## src/rtl/bpsk_pkg.sv

```systemverilog
// Shared types and constants for the BPSK bit serializer.
package bpsk_pkg;

  localparam int unsigned SYNC_STAGES = 2;
  localparam int unsigned BYTE_W      = 8;

  typedef enum logic [1:0] {
    StIdle,
    StPreamble,
    StData
  } state_e;

endpackage

```

## src/rtl/sym_edge_detect.sv

```systemverilog
// Synchronizes the divided symbol clock and flags its rising edges.
// rise is the combinational edge term; stb is the same pulse registered one cycle later.
module sym_edge_detect
  import bpsk_pkg::*;
(
  input  logic clk,
  input  logic rst_n,
  input  logic sym_clk,
  output logic rise,
  output logic stb
);

  logic [SYNC_STAGES-1:0] sync_q;
  logic [SYNC_STAGES-1:0] vld_q;
  logic                   prev_q;
  logic                   prev_vld_q;
  logic                   stb_q;

  // vld_q/prev_vld_q mark real samples, so a level already high at reset release
  // is not mistaken for an edge.
  always_ff @(posedge clk or negedge rst_n) begin
    if (!rst_n) begin
      sync_q     <= '0;
      vld_q      <= '0;
      prev_q     <= 1'b0;
      prev_vld_q <= 1'b0;
      stb_q      <= 1'b0;
    end else begin
      sync_q     <= {sync_q[SYNC_STAGES-2:0], sym_clk};
      vld_q      <= {vld_q[SYNC_STAGES-2:0], 1'b1};
      prev_q     <= sync_q[SYNC_STAGES-1];
      prev_vld_q <= vld_q[SYNC_STAGES-1];
      stb_q      <= rise;
    end
  end

  assign rise = sync_q[SYNC_STAGES-1] & ~prev_q & prev_vld_q;
  assign stb  = stb_q;

endmodule

```

## src/rtl/bpsk_bit_serializer.sv

```systemverilog
// Byte-to-symbol serializer for a BPSK modulator: preamble, MSB-first data,
// optional differential phase encoding, all paced by the symbol-rate strobe.
module bpsk_bit_serializer
  import bpsk_pkg::*;
#(
  parameter int unsigned PREAMBLE_LEN = 8,
  parameter bit          DIFF_ENC     = 1'b1
) (
  input  logic              I,
  input  logic              RESET_N,
  input  logic              SYM_CLK,
  input  logic [BYTE_W-1:0] DATA,
  input  logic              VALID,
  output logic              READY,
  output logic              TX_BIT,
  output logic              PHASE,
  output logic              SYM_STB,
  output logic              ACTIVE
);

  localparam int unsigned      PRE_W    = $clog2(PREAMBLE_LEN) + 1;
  localparam logic [PRE_W-1:0] PRE_LAST = PRE_W'(PREAMBLE_LEN - 1);

  state_e            state_q, state_d;
  logic [BYTE_W-1:0] hold_q, hold_d;
  logic [BYTE_W-1:0] shift_q, shift_d;
  logic              hold_full_q, hold_full_d;
  logic              ready_q;
  logic [2:0]        bit_cnt_q, bit_cnt_d;
  logic [PRE_W-1:0]  pre_cnt_q, pre_cnt_d;
  logic              tx_bit_q, tx_bit_d;
  logic              phase_q, phase_d;
  logic              rise;
  logic              accept;
  logic              load;

  sym_edge_detect u_sym_edge (
    .clk    (I),
    .rst_n  (RESET_N),
    .sym_clk(SYM_CLK),
    .rise   (rise),
    .stb    (SYM_STB)
  );

  assign accept = VALID & ready_q;

  // FSM acts on the pre-register edge term so TX_BIT/PHASE change alongside SYM_STB.
  always_comb begin
    state_d     = state_q;
    hold_d      = hold_q;
    hold_full_d = hold_full_q;
    shift_d     = shift_q;
    bit_cnt_d   = bit_cnt_q;
    pre_cnt_d   = pre_cnt_q;
    tx_bit_d    = tx_bit_q;
    phase_d     = phase_q;
    load        = 1'b0;

    if (rise) begin
      unique case (state_q)
        StIdle: begin
          if (hold_full_q) begin
            state_d   = StPreamble;
            pre_cnt_d = '0;
            tx_bit_d  = 1'b1;
          end else begin
            tx_bit_d = 1'b0;
          end
        end
        StPreamble: begin
          if (pre_cnt_q == PRE_LAST) begin
            load = 1'b1;
          end else begin
            pre_cnt_d = pre_cnt_q + PRE_W'(1);
            tx_bit_d  = ~tx_bit_q;
          end
        end
        StData: begin
          if (bit_cnt_q == 3'd7) begin
            if (hold_full_q) begin
              load = 1'b1;
            end else begin
              state_d  = StIdle;
              tx_bit_d = 1'b0;
            end
          end else begin
            bit_cnt_d = bit_cnt_q + 3'd1;
            shift_d   = shift_q << 1;
            tx_bit_d  = shift_q[BYTE_W-2];
          end
        end
        default: state_d = StIdle;
      endcase

      if (load) begin
        state_d     = StData;
        shift_d     = hold_q;
        tx_bit_d    = hold_q[BYTE_W-1];
        hold_full_d = 1'b0;
        bit_cnt_d   = 3'd0;
      end

      // Phase is left alone on the way into idle so the carrier keeps its last sense.
      if (state_d != StIdle) begin
        phase_d = DIFF_ENC ? (phase_q ^ tx_bit_d) : tx_bit_d;
      end
    end

    if (accept) begin
      hold_d      = DATA;
      hold_full_d = 1'b1;
    end
  end

  always_ff @(posedge I or negedge RESET_N) begin
    if (!RESET_N) begin
      state_q     <= StIdle;
      hold_q      <= '0;
      hold_full_q <= 1'b0;
      ready_q     <= 1'b0;
      shift_q     <= '0;
      bit_cnt_q   <= 3'd0;
      pre_cnt_q   <= '0;
      tx_bit_q    <= 1'b0;
      phase_q     <= 1'b0;
    end else begin
      state_q     <= state_d;
      hold_q      <= hold_d;
      hold_full_q <= hold_full_d;
      ready_q     <= ~hold_full_d;
      shift_q     <= shift_d;
      bit_cnt_q   <= bit_cnt_d;
      pre_cnt_q   <= pre_cnt_d;
      tx_bit_q    <= tx_bit_d;
      phase_q     <= phase_d;
    end
  end

  assign READY  = ready_q;
  assign TX_BIT = tx_bit_q;
  assign PHASE  = phase_q;
  assign ACTIVE = (state_q != StIdle);

endmodule
```

## config.mk

```make
export PLATFORM = sky130hd
export DESIGN_NAME = bpsk_bit_serializer
export DESIGN_NICKNAME = d
export VERILOG_FILES = /design/src/rtl/bpsk_pkg.sv /design/src/rtl/sym_edge_detect.sv /design/src/rtl/bpsk_bit_serializer.sv
export SDC_FILE = /design/constraint.sdc
export NUM_CORES = 1
export LEC_CHECK = 0
export CAP_MARGIN = 20
export CELL_PAD_IN_SITES_DETAIL_PLACEMENT = 2
export CELL_PAD_IN_SITES_GLOBAL_PLACEMENT = 2
export CORE_ASPECT_RATIO = 1.4
export CORE_MARGIN = 8
export CORE_UTILIZATION = 38
export DETAILED_ROUTE_END_ITERATION = 16
export HOLD_SLACK_MARGIN = 0.02
export PLACE_DENSITY_LB_ADDON = 0.1
export SLEW_MARGIN = 25
export SYNTH_ARGS = -nofsm -noshare
export SYNTH_HDL_FRONTEND = slang
export SYNTH_SLANG_ARGS = --single-unit
```

## constraint.sdc

```tcl
create_clock -name I -period 2.4 [get_ports I]
set_clock_uncertainty 0.15 [all_clocks]
set_input_delay 0.48 -clock I [delete_from_list [all_inputs] [get_ports I]]
set_output_delay 0.48 -clock I [all_outputs]
set_load 0.02 [all_outputs]
```

==> out/metrics.yaml <==
outcome:
  status: "finished clean"
placement:
  post-place-ws_ns: 0.138
  dpl.hpwl_mm: 2.83
  gp_congestion: 0.797
  dp_cells: 197
  io_buffers: 16
worst_setup_path:
  required_ns: 2.47
  path_max_fanout: 9
  reg2reg_from: "state_q[1]"
  critical_path.top_delay_family: "simple AND/OR/NAND/NOR gates"
  crit_buf_inv: 1
  r2r-end: "pre_cnt_q[2]"
  endpoint_kind: "register"
  crit_chain: "inv_1, ha_1, and4b_4, or3_1, nor3b_1, o21ai_0, nand2_1"
  path_class: "register to register"
  cp_data_arrival_time_ns: 2.31
  r2r_setup_slack_ns: 0.16
  critPathMaxStageDelay_ns: 0.48
  cp-start-kind: "register"
  slowest_stage: "or3_1"
  reg2regPathDepth: 7
route:
  drc: 0
  vias: 1118
  detail-route-antenna-nets: 0
  firstDrtPassIters: 3
  post_drt_wl_per_cell_um: 18.2
  via_per_inst: 5.45
  wirelength_mm: 3.73
  drt_iter0_markers: 31
floorplanning:
  core_mm2: 0.00420
  die_h_um: 94.2
  start_util_pct: 39.5
  row_count: 28
  die_area_mm2: 0.00677
  die_width_um: 71.8
  io_pins: 17
global_route:
  gr-usage-all-layers_pct: 12.6
  busiest_layer: "met2"
  antenna_found_initial: 0
  overflow: 0
  grtUsageMet3_pct: 3.10
  grt_first_pass_wirelength_mm: 6.52
  grt_pass1_vias: 1317
  grt_max_degree: 36
  met1_usage_pct: 11.9
  grt.met2_usage_pct: 24.6
timing:
  setup_ws_ns: 0.158
  min_period_over_period_pct: 93.4
  setup_viol: 0
  rsz0062_at_grt: "no"
  slew_violations: 0
  finalCriticalPeriod_ns: 2.24
  max_freq_ghz: 0.446
  final.setup.tns_ns: 0
  hold_viol: 0
logic_synthesis:
  synthTopCellsByCount: "dfrtp_1 (35), nand2_1 (16), o21ai_0 (12)"
  ys_ff_latch: 35
  synth_most_common_cell: "dfrtp_1"
  syn_nets: 157
  yosysSeqAreaShare_pct: 52.8
  synth_ff_type: "dfrtp_1"
  synth_area_leaders: "dfrtp_1 (53%), mux2_2 (6.8%), ha_1 (6.0%)"
  yosysTopAreaCellShare_pct: 52.8
  synth_cell_types: 37
  synth_area_mm2: 0.00166
  yosys.area.top_type: "dfrtp_1"
  avgSynthCellArea_um2: 12.1
  ys_warn_count: 0
  synth_cells: 137
  synth_edf_count: 0
  synthArstFlopShare_pct: 100
hold_path:
  holdPathStages: 0
  hp-class: "register to register"
  hold_end: "u_sym_edge.prev_vld_q"
  min_from: "u_sym_edge.vld_q[1]"
finish:
  final_core_util_pct: 46.3
  area_delta_synth_final_pct: 17.4
  instances_no_fill: 205
  num-nets-final: 179
  layout-drive-gt1-share_pct: 15.6
  diodes: 0
  fillCellCount: 451
job:
  cap_viol_max_count: 0
pwr:
  p_sw_share_pct: 30.1
  p_int_uw: 1020
  pwr_density_cell_mw_per_mm2: 750
  vdd_drop_max_mv: 0.340
  p_leak_uw: 0.000944
  p_comb_share_pct: 21.4
  clkPwrFrac_pct: 28.7
  switchingPower_uw: 440
  pwr-share-seq_pct: 49.9
clock_network:
  clk_latency_ns: 0.29
  cts.htree.levels: 2
  numCtsBuffers: 5
  cts_tree: "done"
  clk_path_buf_depth: 2
  clock-sinks: 35
  postCtsSetupRepairBufs: 0
  cts.clk_slew.worst_paths_ns: 0.08
  cts_root_buffer: "clkbuf_8"
[power by group through the flow]
stage                     sequential [µW]  clock (µW)  combinational, µW
after floorplan                       738           0                195
after global placement                737           0                308
after detailed placement              743           0                324
after CTS                             732         431                321
after global routing                  743         450                351
final                                 729         419                313
[final cells by class]
class                      count  area, µm²  share of cell area [%]
clock buffer                   6       72.6                    3.73
clock inverter                 2       12.5                   0.642
tap                           45       56.3                    2.89
sequential                    35        876                    45.0
inverter                       7       26.3                    1.35
timing repair buffer          19        181                    9.31
multi-input combinational     91        723                    37.1
[state kept, by name, summed over array words and instances (netlist names)]
| name | cells |
|---|---|
| shift_q | 7 |
| u_sym_edge.prev_vld_q | 1 |
| READY | 1 |
| u_sym_edge.stb | 1 |
| bit_cnt_q | 3 |
| hold_full_q | 1 |
| pre_cnt_q | 4 |
| PHASE | 1 |
| hold_q | 8 |
| u_sym_edge.vld_q | 2 |
| u_sym_edge.prev_q | 1 |
| state_q | 2 |
| u_sym_edge.sync_q | 2 |
| TX_BIT | 1 |
[cells in the final DEF (no fill, tap or decap), drive strengths merged, types with 2 or more instances in the layout]
master / instances
dfrtp: 35
nand2: 16
clkdlybuf4s50: 15
o21ai: 13
mux2: 10
ha: 8
inv: 7
mux2i: 7
clkbuf: 6
a21o: 4
nand2b: 3
a22o: 3
buf: 3
nand3b: 2
nor3: 2
or3: 2
nand3: 2
a2111oi: 2
[cells by family after synthesis]
kind of cell | after synthesis | share of synthesized area, %
AO/OA/AOI/OAI | 27 | 13.1
XOR/XNOR | 1 | 0.528
adder cells (fa/ha/maj) | 8 | 6.03
buffers and inverters | 11 | 3.62
flip-flops | 35 | 52.8
multiplexers | 17 | 11.0
other | 1 | 0.226
AND/OR/NAND/NOR | 37 | 12.7
[timing repair]
| action | 4_1_cts | 5_1_grt |
|---|---|---|
| setup endpoints to repair | 1 | 0 |
| hold buffers | 0 | 0 |
| gates resized for setup | 1 | 0 |
[worst max-delay path by stage]
stage,startpoint,endpoint,slack (ns),depth (start not counted)
after global placement,state_q[0],PHASE,0.29,7
after detailed placement,state_q[1],PHASE,0.14,7
after floorplan,state_q[1],PHASE,0.36,8
after global routing,state_q[0],PHASE,0.03,7
after CTS,state_q[1],PHASE,0.14,7
final,state_q[1],pre_cnt_q[2],0.16,7
[per-layer routing]
layer | wire length [µm] | vias to the layer above
li1 | - | 523
met1 | 1440 | 573
met2 | 2100 | 16
met3 | 120 | 6
met4 | 64 | 0
met5 | 0 | -
[metrics by stage]
stage               cell area [µm²]  hold slack [ns]  power, µW
floorplan                      1660           0.0344        934
global placement               1860            0.187       1050
detailed placement             1860            0.197       1070
CTS                            1950            0.209       1480
global route                   1950            0.216       1540
finish                         1950            0.208       1460
Power figures use the tool's default switching activity.
